--- src/rtl/audio_compressor_sched.sv ---
// Per-sample frame scheduler: round-robin source gather, saturated stereo mix, timed compressor
// enable window and result capture. Optional fade-in: define AUDIO_COMPRESSOR_SCHED_SOFTSTART_EN.
module audio_compressor_sched #(
    parameter int unsigned NUM_SRC      = 4,
    parameter int unsigned SRC_WIDTH    = 16,
    parameter int unsigned INPUT_WIDTH  = 24,
    parameter int unsigned OUTPUT_WIDTH = 16,
    parameter int unsigned COMP_CYCLES  = 3
) (
    input  logic                         clk_i,
    input  logic                         reset_n_i,
    input  logic                         sample_strobe_i,
    input  logic                         bypass_i,
    input  logic                         clear_status_i,
    input  logic [NUM_SRC-1:0]           src_valid_i,
    input  logic [NUM_SRC*SRC_WIDTH-1:0] src_l_i,
    input  logic [NUM_SRC*SRC_WIDTH-1:0] src_r_i,
    output logic [NUM_SRC-1:0]           src_ready_o,
    output logic                         comp_enable_o,
    output logic [INPUT_WIDTH-1:0]       comp_in_l_o,
    output logic [INPUT_WIDTH-1:0]       comp_in_r_o,
    input  logic [OUTPUT_WIDTH-1:0]      comp_out_l_i,
    input  logic [OUTPUT_WIDTH-1:0]      comp_out_r_i,
    output logic                         out_valid_o,
    output logic [OUTPUT_WIDTH-1:0]      out_l_o,
    output logic [OUTPUT_WIDTH-1:0]      out_r_o,
    output logic                         busy_o,
    output logic                         overrun_o,
    output logic [NUM_SRC-1:0]           underrun_o
);
    localparam int unsigned AccW  = INPUT_WIDTH + 3;
    localparam int unsigned SlotW = (NUM_SRC > 1) ? $clog2(NUM_SRC) : 1;
    localparam int unsigned CntW  = $clog2(COMP_CYCLES + 1);
    localparam int unsigned ExtW  = INPUT_WIDTH - OUTPUT_WIDTH + 1;
    localparam logic signed [AccW-1:0] InMax = {4'b0000, {(INPUT_WIDTH-1){1'b1}}};
    localparam logic signed [AccW-1:0] InMin = {4'b1111, {(INPUT_WIDTH-1){1'b0}}};
    localparam logic signed [INPUT_WIDTH-1:0] OutMax = {{ExtW{1'b0}}, {(OUTPUT_WIDTH-1){1'b1}}};
    localparam logic signed [INPUT_WIDTH-1:0] OutMin = {{ExtW{1'b1}}, {(OUTPUT_WIDTH-1){1'b0}}};

    typedef enum logic [1:0] {StIdle, StGather, StCompress, StCapture} state_e;

    state_e                        state_q, state_d;
    logic [SlotW-1:0]              slot_q, slot_d;
    logic [CntW-1:0]               cnt_q, cnt_d;
    logic                          bypass_q;
    logic signed [AccW-1:0]        acc_l_q, acc_r_q;
    logic signed [INPUT_WIDTH-1:0] comp_in_l_q, comp_in_r_q;
    logic [OUTPUT_WIDTH-1:0]       out_l_q, out_r_q;
    logic                          out_valid_q;
    logic                          overrun_q;
    logic [NUM_SRC-1:0]            underrun_q;

    function automatic logic signed [INPUT_WIDTH-1:0] sat_in(input logic signed [AccW-1:0] v);
        if (v > InMax) return InMax[INPUT_WIDTH-1:0];
        if (v < InMin) return InMin[INPUT_WIDTH-1:0];
        return v[INPUT_WIDTH-1:0];
    endfunction

    function automatic logic signed [OUTPUT_WIDTH-1:0] clip_out(
        input logic signed [INPUT_WIDTH-1:0] v);
        if (v > OutMax) return OutMax[OUTPUT_WIDTH-1:0];
        if (v < OutMin) return OutMin[OUTPUT_WIDTH-1:0];
        return v[OUTPUT_WIDTH-1:0];
    endfunction

    logic signed [SRC_WIDTH-1:0]    sel_l, sel_r;
    logic                           sel_valid, last_slot;
    logic signed [AccW-1:0]         sum_l, sum_r;
    logic [NUM_SRC-1:0]             slot_onehot, under_set;
    logic signed [OUTPUT_WIDTH-1:0] cap_l, cap_r, fin_l, fin_r;

    assign sel_l       = src_l_i[slot_q*SRC_WIDTH +: SRC_WIDTH];
    assign sel_r       = src_r_i[slot_q*SRC_WIDTH +: SRC_WIDTH];
    assign sel_valid   = src_valid_i[slot_q];
    assign last_slot   = (slot_q == SlotW'(NUM_SRC - 1));
    assign slot_onehot = NUM_SRC'(1) << slot_q;
    // An invalid slot contributes nothing but is still consumed and flagged.
    assign sum_l = acc_l_q + (sel_valid ? {{(AccW-SRC_WIDTH){sel_l[SRC_WIDTH-1]}}, sel_l} : '0);
    assign sum_r = acc_r_q + (sel_valid ? {{(AccW-SRC_WIDTH){sel_r[SRC_WIDTH-1]}}, sel_r} : '0);
    assign under_set = (state_q == StGather && !sel_valid) ? slot_onehot : '0;

    assign cap_l = bypass_q ? clip_out(comp_in_l_q) : comp_out_l_i;
    assign cap_r = bypass_q ? clip_out(comp_in_r_q) : comp_out_r_i;

`ifdef AUDIO_COMPRESSOR_SCHED_SOFTSTART_EN
    localparam int unsigned ProdW = OUTPUT_WIDTH + 10;
    logic [8:0]       ramp_q;
    logic [ProdW-1:0] prod_l, prod_r;
    // Low ProdW bits of an unsigned product equal the signed product for sign-extended operands.
    assign prod_l = {{10{cap_l[OUTPUT_WIDTH-1]}}, cap_l} * {{(OUTPUT_WIDTH+1){1'b0}}, ramp_q};
    assign prod_r = {{10{cap_r[OUTPUT_WIDTH-1]}}, cap_r} * {{(OUTPUT_WIDTH+1){1'b0}}, ramp_q};
    assign fin_l  = prod_l[OUTPUT_WIDTH+7:8];
    assign fin_r  = prod_r[OUTPUT_WIDTH+7:8];

    always_ff @(posedge clk_i or negedge reset_n_i) begin
        if (!reset_n_i) begin
            ramp_q <= '0;
        end else if (state_q == StCapture && ramp_q != 9'd256) begin
            ramp_q <= ramp_q + 9'd1;
        end
    end
`else
    assign fin_l = cap_l;
    assign fin_r = cap_r;
`endif

    always_comb begin
        state_d = state_q;
        slot_d  = slot_q;
        cnt_d   = cnt_q;
        unique case (state_q)
            StIdle: begin
                if (sample_strobe_i) begin
                    state_d = StGather;
                    slot_d  = '0;
                end
            end
            StGather: begin
                slot_d = slot_q + 1'b1;
                if (last_slot) begin
                    slot_d  = '0;
                    cnt_d   = '0;
                    state_d = bypass_q ? StCapture : StCompress;
                end
            end
            StCompress: begin
                cnt_d = cnt_q + 1'b1;
                if (cnt_q == CntW'(COMP_CYCLES - 1)) state_d = StCapture;
            end
            StCapture: state_d = StIdle;
            default:   state_d = StIdle;
        endcase
    end

    always_ff @(posedge clk_i or negedge reset_n_i) begin
        if (!reset_n_i) begin
            state_q     <= StIdle;
            slot_q      <= '0;
            cnt_q       <= '0;
            bypass_q    <= 1'b0;
            acc_l_q     <= '0;
            acc_r_q     <= '0;
            comp_in_l_q <= '0;
            comp_in_r_q <= '0;
            out_l_q     <= '0;
            out_r_q     <= '0;
            out_valid_q <= 1'b0;
            overrun_q   <= 1'b0;
            underrun_q  <= '0;
        end else begin
            state_q     <= state_d;
            slot_q      <= slot_d;
            cnt_q       <= cnt_d;
            out_valid_q <= (state_q == StCapture);
            // Set beats clear when both happen in the same cycle.
            overrun_q   <= (overrun_q & ~clear_status_i) |
                           (sample_strobe_i & (state_q != StIdle));
            underrun_q  <= (underrun_q & ~{NUM_SRC{clear_status_i}}) | under_set;
            if (state_q == StIdle && sample_strobe_i) begin
                acc_l_q  <= '0;
                acc_r_q  <= '0;
                bypass_q <= bypass_i;
            end
            if (state_q == StGather) begin
                acc_l_q <= sum_l;
                acc_r_q <= sum_r;
                if (last_slot) begin
                    comp_in_l_q <= sat_in(sum_l);
                    comp_in_r_q <= sat_in(sum_r);
                end
            end
            if (state_q == StCapture) begin
                out_l_q <= fin_l;
                out_r_q <= fin_r;
            end
        end
    end

    assign src_ready_o   = (state_q == StGather) ? slot_onehot : '0;
    assign comp_enable_o = (state_q == StCompress);
    assign comp_in_l_o   = comp_in_l_q;
    assign comp_in_r_o   = comp_in_r_q;
    assign out_valid_o   = out_valid_q;
    assign out_l_o       = out_l_q;
    assign out_r_o       = out_r_q;
    assign busy_o        = (state_q != StIdle);
    assign overrun_o     = overrun_q;
    assign underrun_o    = underrun_q;

endmodule

--- config.mk ---
export PLATFORM = sky130hd
export DESIGN_NAME = audio_compressor_sched
export DESIGN_NICKNAME = d
export VERILOG_FILES = /design/src/rtl/audio_compressor_sched.sv
export SDC_FILE = /design/constraint.sdc
export NUM_CORES = 1
export LEC_CHECK = 0
export ABC_AREA = 1
export CAP_MARGIN = 0
export CORE_MARGIN = 4
export CORE_UTILIZATION = 55
export CTS_CLUSTER_DIAMETER = 120
export DETAILED_ROUTE_END_ITERATION = 10
export HOLD_SLACK_MARGIN = 0.1
export PLACE_DENSITY_LB_ADDON = 0.1
export SETUP_SLACK_MARGIN = 0.05
export SYNTH_ARGS = -nofsm -noshare
export SYNTH_HDL_FRONTEND = slang
export SYNTH_SLANG_ARGS = --single-unit
--- constraint.sdc ---
create_clock -name clk_i -period 5.1 [get_ports clk_i]
set_clock_uncertainty 0.15 [all_clocks]
set_input_delay 0.765 -clock clk_i [delete_from_list [all_inputs] [get_ports clk_i]]
set_output_delay 0.765 -clock clk_i [all_outputs]
set_load 0.05 [all_outputs]
==> impl_metrics.env, run 1 <==
export IMPL_rsz0062_at_grt="false"
export IMPL_die_area_um2=22500
export IMPL_slew_violations=0
export IMPL_worstHoldPathType="input port to asynchronous set/reset pin"
export IMPL_path_cells="inv_2, o211ai_2, nand2_1, nand2_1, inv_1, ha_1, fa_1, nand2_1, nand2_1, nand3_1, nand2_2, nand2_1, nand2_1, nand3_1, nand2_1, nand2_1, nand2_2, o21ai_4, buf_4, nand2_1, o21ai_0"
export IMPL_h_tree_depth=4
export IMPL_worstPathMaxFanout=36
export IMPL_routedWlPerCell_um=16.8
export IMPL_path_delay_family="simple AND/OR/NAND/NOR gates"
export IMPL_rrSetupSlack_ns=0.58
export IMPL_clkLatencyLatePin_ns=0.44
export IMPL_power_density_nw_per_um2=769
export IMPL_power_frac_clock_pct=11.7
export IMPL_p_leak_nw=7.29
export IMPL_ys_warnings_count=0
export IMPL_start_util_pct=56.4
export IMPL_vias_per_cell=5.47
export IMPL_pwr_share_seq_pct=19.0
export IMPL_cts_hold_fix_buffers=0
export IMPL_clk_pin_slew_ns=0.07
export IMPL_nNetsFinal=2071
export IMPL_yosysUniqueCellTypes=40
export IMPL_holdWs_ns=0.337
export IMPL_arrival_ns=4.71
export IMPL_io_pins=261
export IMPL_ys_ff_latch=147
export IMPL_drc=0
export IMPL_n_fill_cell=1665
export IMPL_cp_startpoint="slot_q[0]"
export IMPL_yosysSeqAreaShare_pct=33.2
export IMPL_relSlewSlack_pct=19.2
export IMPL_timing_rr_start="slot_q[0]"
export IMPL_r2r_end="comp_in_l_o[1]"
export IMPL_clockRootBuffer="clkbuf_16"
export IMPL_ff2ff_path_depth=21
export IMPL_grt_start_max_net_pins=111
export IMPL_drv_cap=0
export IMPL_setup_viol=0
export IMPL_crit_path_end="comp_in_l_o[1]"
export IMPL_die_h_um=150
export IMPL_dr_pass1_iters=6
export IMPL_fin_crit_ns=4.52
export IMPL_first_global_vias=10765
export IMPL_cp_slowest_stage_delay_ns=0.76
export IMPL_synth_fp_nets=1844
export IMPL_dp_hpwl_um=27400
export IMPL_cts_resized_gates=0
export IMPL_syn_instance_count=1612
export IMPL_synth_flop_cell="dfrtp_1"
export IMPL_cts_tree="yes"
export IMPL_fin_crit_sh_pct=88.7
export IMPL_crit_top_cell="nand2_1"
export IMPL_critPathCaptureType="register"
export IMPL_worstSetupPathType="register to register"
export IMPL_die_width_um=150
export IMPL_grt_overflow_total=0
export IMPL_drt_wl_total_um=35500
export IMPL_synth_edff_count=0
export IMPL_outcome="completed"
export IMPL_power_frac_comb_pct=69.3
export IMPL_p_sw_mw=6.26
export IMPL_areaGrowthSynthToFinish_pct=30.1
export IMPL_layout_common_cells="406 x nand2_1, 258 x clkdlybuf4s50_1, 187 x nor2_1"
export IMPL_fmax_ghz=0.221
export IMPL_syn_area_um2=11100
export IMPL_drt_initial_drc_count=905
export IMPL_clock_sinks=147
export IMPL_max_vdd_ir_drop_v=0.000355
export IMPL_core_area_um2=19700
export IMPL_ant_nets=0
export IMPL_mostFrequentLayoutCell="nand2_1"
export IMPL_path_depth=21
export IMPL_p_int_mw=4.82
export IMPL_slowest_stage="dfrtp_2"
export IMPL_routabilityCongestion=0.999
export IMPL_grt_pass1_wl_um=55900
export IMPL_cts_buffer_depth=2
export IMPL_n_antenna_cell=0
export IMPL_drive_above_1_share_pct=9.18
export IMPL_swShare_pct=56.5
export IMPL_avgSynthCellArea_um2=6.87
export IMPL_cts_made_buffers=17
export IMPL_fin_setup_tns_ns=0
export IMPL_required_ns=5.29
export IMPL_cts_setup_buffers=0
export IMPL_finalHoldViolCount=0
export IMPL_startpoint_type="register"
export IMPL_rows=51
export IMPL_synthArstFlopShare_pct=100
export IMPL_antenna_found_initial=0
export IMPL_place_port_buffers=260
export IMPL_crit_buf_inv=3
export IMPL_worst_slew_pin_slew_ns=1.21
export IMPL_via_count=11570
export IMPL_grt_use_total_pct=31.3
[through the flow]
step / cells / util, % / worst slack [ns] / area (um2) / power (mW)
4_1_cts: 2117 / 73.3 / 0.586 / 14400 / 11.0
3_3_place_gp: 2085 / 70.3 / 0.614 / 13800 / 9.52
6_report: 2117 / 73.3 / 0.575 / 14400 / 11.1
2_1_floorplan: 1612 / - / 1.69 / 11100 / 7.39
3_5_place_dp: 2085 / 70.3 / 0.565 / 13800 / 9.67
5_1_grt: 2117 / 73.3 / 0.156 / 14400 / 11.9
[sequential cells by signal (all words and copies together), names as in the netlist]
name,cells
slot_q,2
bypass_q,1
out_l_o,16
overrun_o,1
out_r_o,16
underrun_o,4
comp_in_r_o,24
state_q,2
comp_in_l_o,24
acc_l_q,27
acc_r_q,27
out_valid_o,1
cnt_q,2
[cell usage after synthesis (all sizes together) (3+ instances only)]
master | number | area (um2)
a21oi | 159 | 968
and2 | 3 | 18.8
buf | 21 | 154
clkbuf | 47 | 176
dfrtp | 147 | 3680
ha | 61 | 763
inv | 188 | 706
nand2 | 458 | 1850
nand3 | 90 | 480
nand4 | 11 | 68.8
nor2 | 193 | 744
nor3 | 3 | 15.0
nor4 | 4 | 25.0
o21ai | 127 | 658
o21bai | 5 | 37.5
o22ai | 39 | 244
or2 | 3 | 18.8
xnor2 | 15 | 131
xor2 | 25 | 219
[cell type report]
cell class	count	area (um2)	area share, %
multi-input combinational	1207	6360	44.1
tap	265	332	2.30
timing repair buffer	276	2730	19.0
sequential	147	3680	25.5
inverter	190	713	4.95
clock inverter	14	160	1.11
clock buffer	18	439	3.05
[kinds of logic after synthesis]
| group | after synthesis | synth area share, % |
|---|---|---|
| buffers and inverters | 258 | 9.42 |
| adders and majority gates | 63 | 7.25 |
| xor gates and xnor gates | 40 | 3.16 |
| and+or+nand+nor | 766 | 29.1 |
| DFF | 147 | 33.2 |
| AOI/OAI and AO/OA | 338 | 17.8 |
[power groups by stage]
stage                     Sequential (mW)  Combinational (mW)  Clock, mW
after floorplan                      3.13                4.26          0
after global placement               2.10                7.42          0
after detailed placement             2.12                7.56          0
after CTS                            2.10                7.60       1.31
after global routing                 2.17                8.34       1.35
final                                2.11                7.68       1.29
[worst reg2reg max path, cell delays in order, from the launching register on]
cell and delay (ns):
dfrtp_2 0.76, inv_2 0.44, o211ai_2 0.26, nand2_1 0.28, nand2_1 0.19, inv_1 0.05, ha_1 0.22, fa_1 0.40
nand2_1 0.08, nand2_1 0.07, nand3_1 0.12, nand2_2 0.12, nand2_1 0.08, nand2_1 0.13, nand3_1 0.16, nand2_1 0.07
nand2_1 0.07, nand2_2 0.08, o21ai_4 0.06, buf_4 0.34, nand2_1 0.12, o21ai_0 0.20
[worst min path at each step]
stage / startpoint / endpoint / slack [ns]
after floorplan: reset_n_i / acc_l_q[0] / 0.32
after global placement: acc_l_q[0] / acc_l_q[0] / 0.34
after detailed placement: acc_l_q[0] / acc_l_q[0] / 0.35
after CTS: acc_l_q[0] / acc_l_q[0] / 0.36
after global routing: acc_l_q[0] / acc_l_q[0] / 0.39
final: reset_n_i / comp_in_l_o[9] / 0.34
[per-layer routing]
| layer | wire [um] | track usage, % |
|---|---|---|
| met3 | 3710 | 6.51 |
| met5 | 0 | 0 |
| met1 | 15700 | 44.9 |
| met4 | 403 | 6.27 |
| met2 | 15700 | 49.5 |
No activity file was read; power rests on OpenSTA's default activity.
==> run 2, diff against run 1 <==
--- a/config.mk
+++ b/config.mk
@@ -8,7 +8,7 @@
 export ABC_AREA = 1
 export CAP_MARGIN = 0
 export CORE_MARGIN = 4
-export CORE_UTILIZATION = 55
+export CORE_UTILIZATION = 50
 export CTS_CLUSTER_DIAMETER = 120
 export DETAILED_ROUTE_END_ITERATION = 10
 export HOLD_SLACK_MARGIN = 0.1
==> run 2 against run 1 <==
Effect of this change:
- via count decreased by 0.68%
- utilization decreased by 7.2 points
- largest cell class unchanged
- hold slack got worse by 0.16 ns
- highest routed layer unchanged
- register-to-register slack improved by 0.14 ns
- sequential share of layout area about the same
- routed wire length decreased by 0.49%
- non-clock buffer count increased by 3
==> impl_metrics.env, run 2 (same netlist as run 1, synthesis figures left out) <==
export IMPL_outcome="completed"
export IMPL_pwr_share_seq_pct=19.0
export IMPL_fin_crit_sh_pct=86.0
export IMPL_grt_start_max_net_pins=68
export IMPL_clk_pin_slew_ns=0.07
export IMPL_setup_slack_ns=0.715
export IMPL_arrival_ns=4.52
export IMPL_p_leak_nw=7.29
export IMPL_dr_pass1_iters=5
export IMPL_place_inst=2103
export IMPL_setup_viol=0
export IMPL_rows=54
export IMPL_place_port_buffers=260
export IMPL_swShare_pct=56.0
export IMPL_grt_overflow_total=0
export IMPL_reg_largest_list="acc_l_q: 27 flops, acc_r_q: 27 flops"
export IMPL_areaGrowthSynthToFinish_pct=30.3
export IMPL_power_density_nw_per_um2=759
export IMPL_startpoint_type="register"
export IMPL_clock_sinks=147
export IMPL_worst_slew_pin_slew_ns=1.32
export IMPL_p_sw_mw=6.14
export IMPL_cts_made_buffers=17
export IMPL_nNetsFinal=2074
export IMPL_max_vdd_ir_drop_v=0.000373
export IMPL_dp_hpwl_um=26800
export IMPL_relSlewSlack_pct=12.0
export IMPL_layout_common_cells="406 x nand2_1, 258 x clkdlybuf4s50_1, 187 x nor2_1"
export IMPL_first_global_vias=10751
export IMPL_final_core_util_pct=66.1
export IMPL_worstSetupPathType="register to register"
export IMPL_h_tree_depth=4
export IMPL_drc=0
export IMPL_start_util_pct=50.8
export IMPL_grt_pass1_wl_um=56200
export IMPL_routabilityCongestion=0.973
export IMPL_io_pins=261
export IMPL_power_frac_comb_pct=69.1
export IMPL_die_width_um=157
export IMPL_grt_use_total_pct=28.4
export IMPL_required_ns=5.23
export IMPL_instances_no_fill=2134
export IMPL_clockRootBuffer="clkbuf_16"
export IMPL_die_h_um=157
export IMPL_antenna_found_initial=0
export IMPL_p_total_mw=11.0
export IMPL_p_int_mw=4.82
export IMPL_finalHoldViolCount=0
export IMPL_drv_cap=0
export IMPL_n_antenna_cell=0
export IMPL_fin_crit_ns=4.38
export IMPL_mostFrequentLayoutCell="nand2_1"
export IMPL_holdWs_ns=0.182
export IMPL_drt_initial_drc_count=906
export IMPL_cts_hold_fix_buffers=0
export IMPL_cts_buffer_depth=2
export IMPL_drt_wl_total_um=35400
export IMPL_fin_setup_tns_ns=0
export IMPL_cts_setup_buffers=0
export IMPL_core_area_um2=21800
export IMPL_routedWlPerCell_um=16.6
export IMPL_fin_area_um2=14400
export IMPL_worstPathMaxFanout=45
export IMPL_power_frac_clock_pct=12.0
export IMPL_vias_per_cell=5.38
export IMPL_worstHoldPathType="input port to asynchronous set/reset pin"
export IMPL_dp_slack_ns=0.485
export IMPL_cts_tree="yes"
export IMPL_via_count=11491
export IMPL_die_area_um2=24600
export IMPL_fmax_ghz=0.228
export IMPL_cts_resized_gates=0
export IMPL_rsz0062_at_grt="false"
export IMPL_placed_area_um2=13800
export IMPL_drive_above_1_share_pct=9.28
export IMPL_ant_nets=0
export IMPL_clkLatencyLatePin_ns=0.43
export IMPL_slew_violations=0
export IMPL_critPathCaptureType="register"
[run 2: cell count changes in the layout (fill, tap and decap cells not counted), sizes merged]
cell      previous run  this run
buf                 18        21
inv                198       196
clkinvlp             1         3
clkinv               4         3
clkbuf              18        17
bufinv               1         2
[run 2: power by group through the flow]
stage	clock, mW	sequential (mW)	combinational [mW]
floorplan	0	3.13	4.26
global placement	0	2.08	7.39
detailed placement	0	2.09	7.50
CTS	1.32	2.07	7.53
global route	1.38	2.14	8.26
finish	1.31	2.08	7.57
[run 2: path summary, 6_finish.rpt]
| kind | from | endpoint | slack [ns] | cells after the start |
|---|---|---|---|---|
| max reg2reg | slot_q[0] | comp_in_l_o[2] | 0.72 | 18 |
| max in group asynchronous | reset_n_i | comp_in_l_o[10] | 3.50 | 2 |
| min in group clk_i | overrun_o | overrun_o | 0.37 | 2 |
| min | reset_n_i | out_r_o[12] | 0.18 | 1 |
| max | slot_q[0] | comp_in_l_o[2] | 0.72 | 18 |
| min reg2reg | overrun_o | overrun_o | 0.37 | 2 |
[run 2: critical path, cell delays in order, from the launching register on]
cell and delay [ns]:
dfrtp_2 0.42, inv_2 0.54, o211ai_2 0.23, nand2_1 0.10, buf_4 0.38, nand2_1 0.15
inv_2 0.22, ha_1 0.32, a21oi_1 0.27, nand2_1 0.12, a21oi_1 0.19, nand3_1 0.10
nand2_1 0.06, nand2_1 0.08, inv_1 0.11, nand3_2 0.15, a21oi_4 0.14, buf_4 0.35
a21oi_1 0.14
[run 2: metal layers]
metal	vias up	wire length, um	track usage (%)
met1	5404	16900	42.4
met4	0	274	4.75
met2	402	15200	43.3
met3	23	3020	5.86
li1	5662	-	-
met5	-	0	0
[run 2: cell type report]
cell class | count | area (um2)
Tap cell | 280 | 350
Clock buffer | 17 | 425
Sequential cell | 147 | 3680
Multi-Input combinational cell | 1207 | 6360
Fill cell | 1968 | 7390
Timing Repair Buffer | 279 | 2740
Clock inverter | 14 | 166
Inverter | 190 | 713
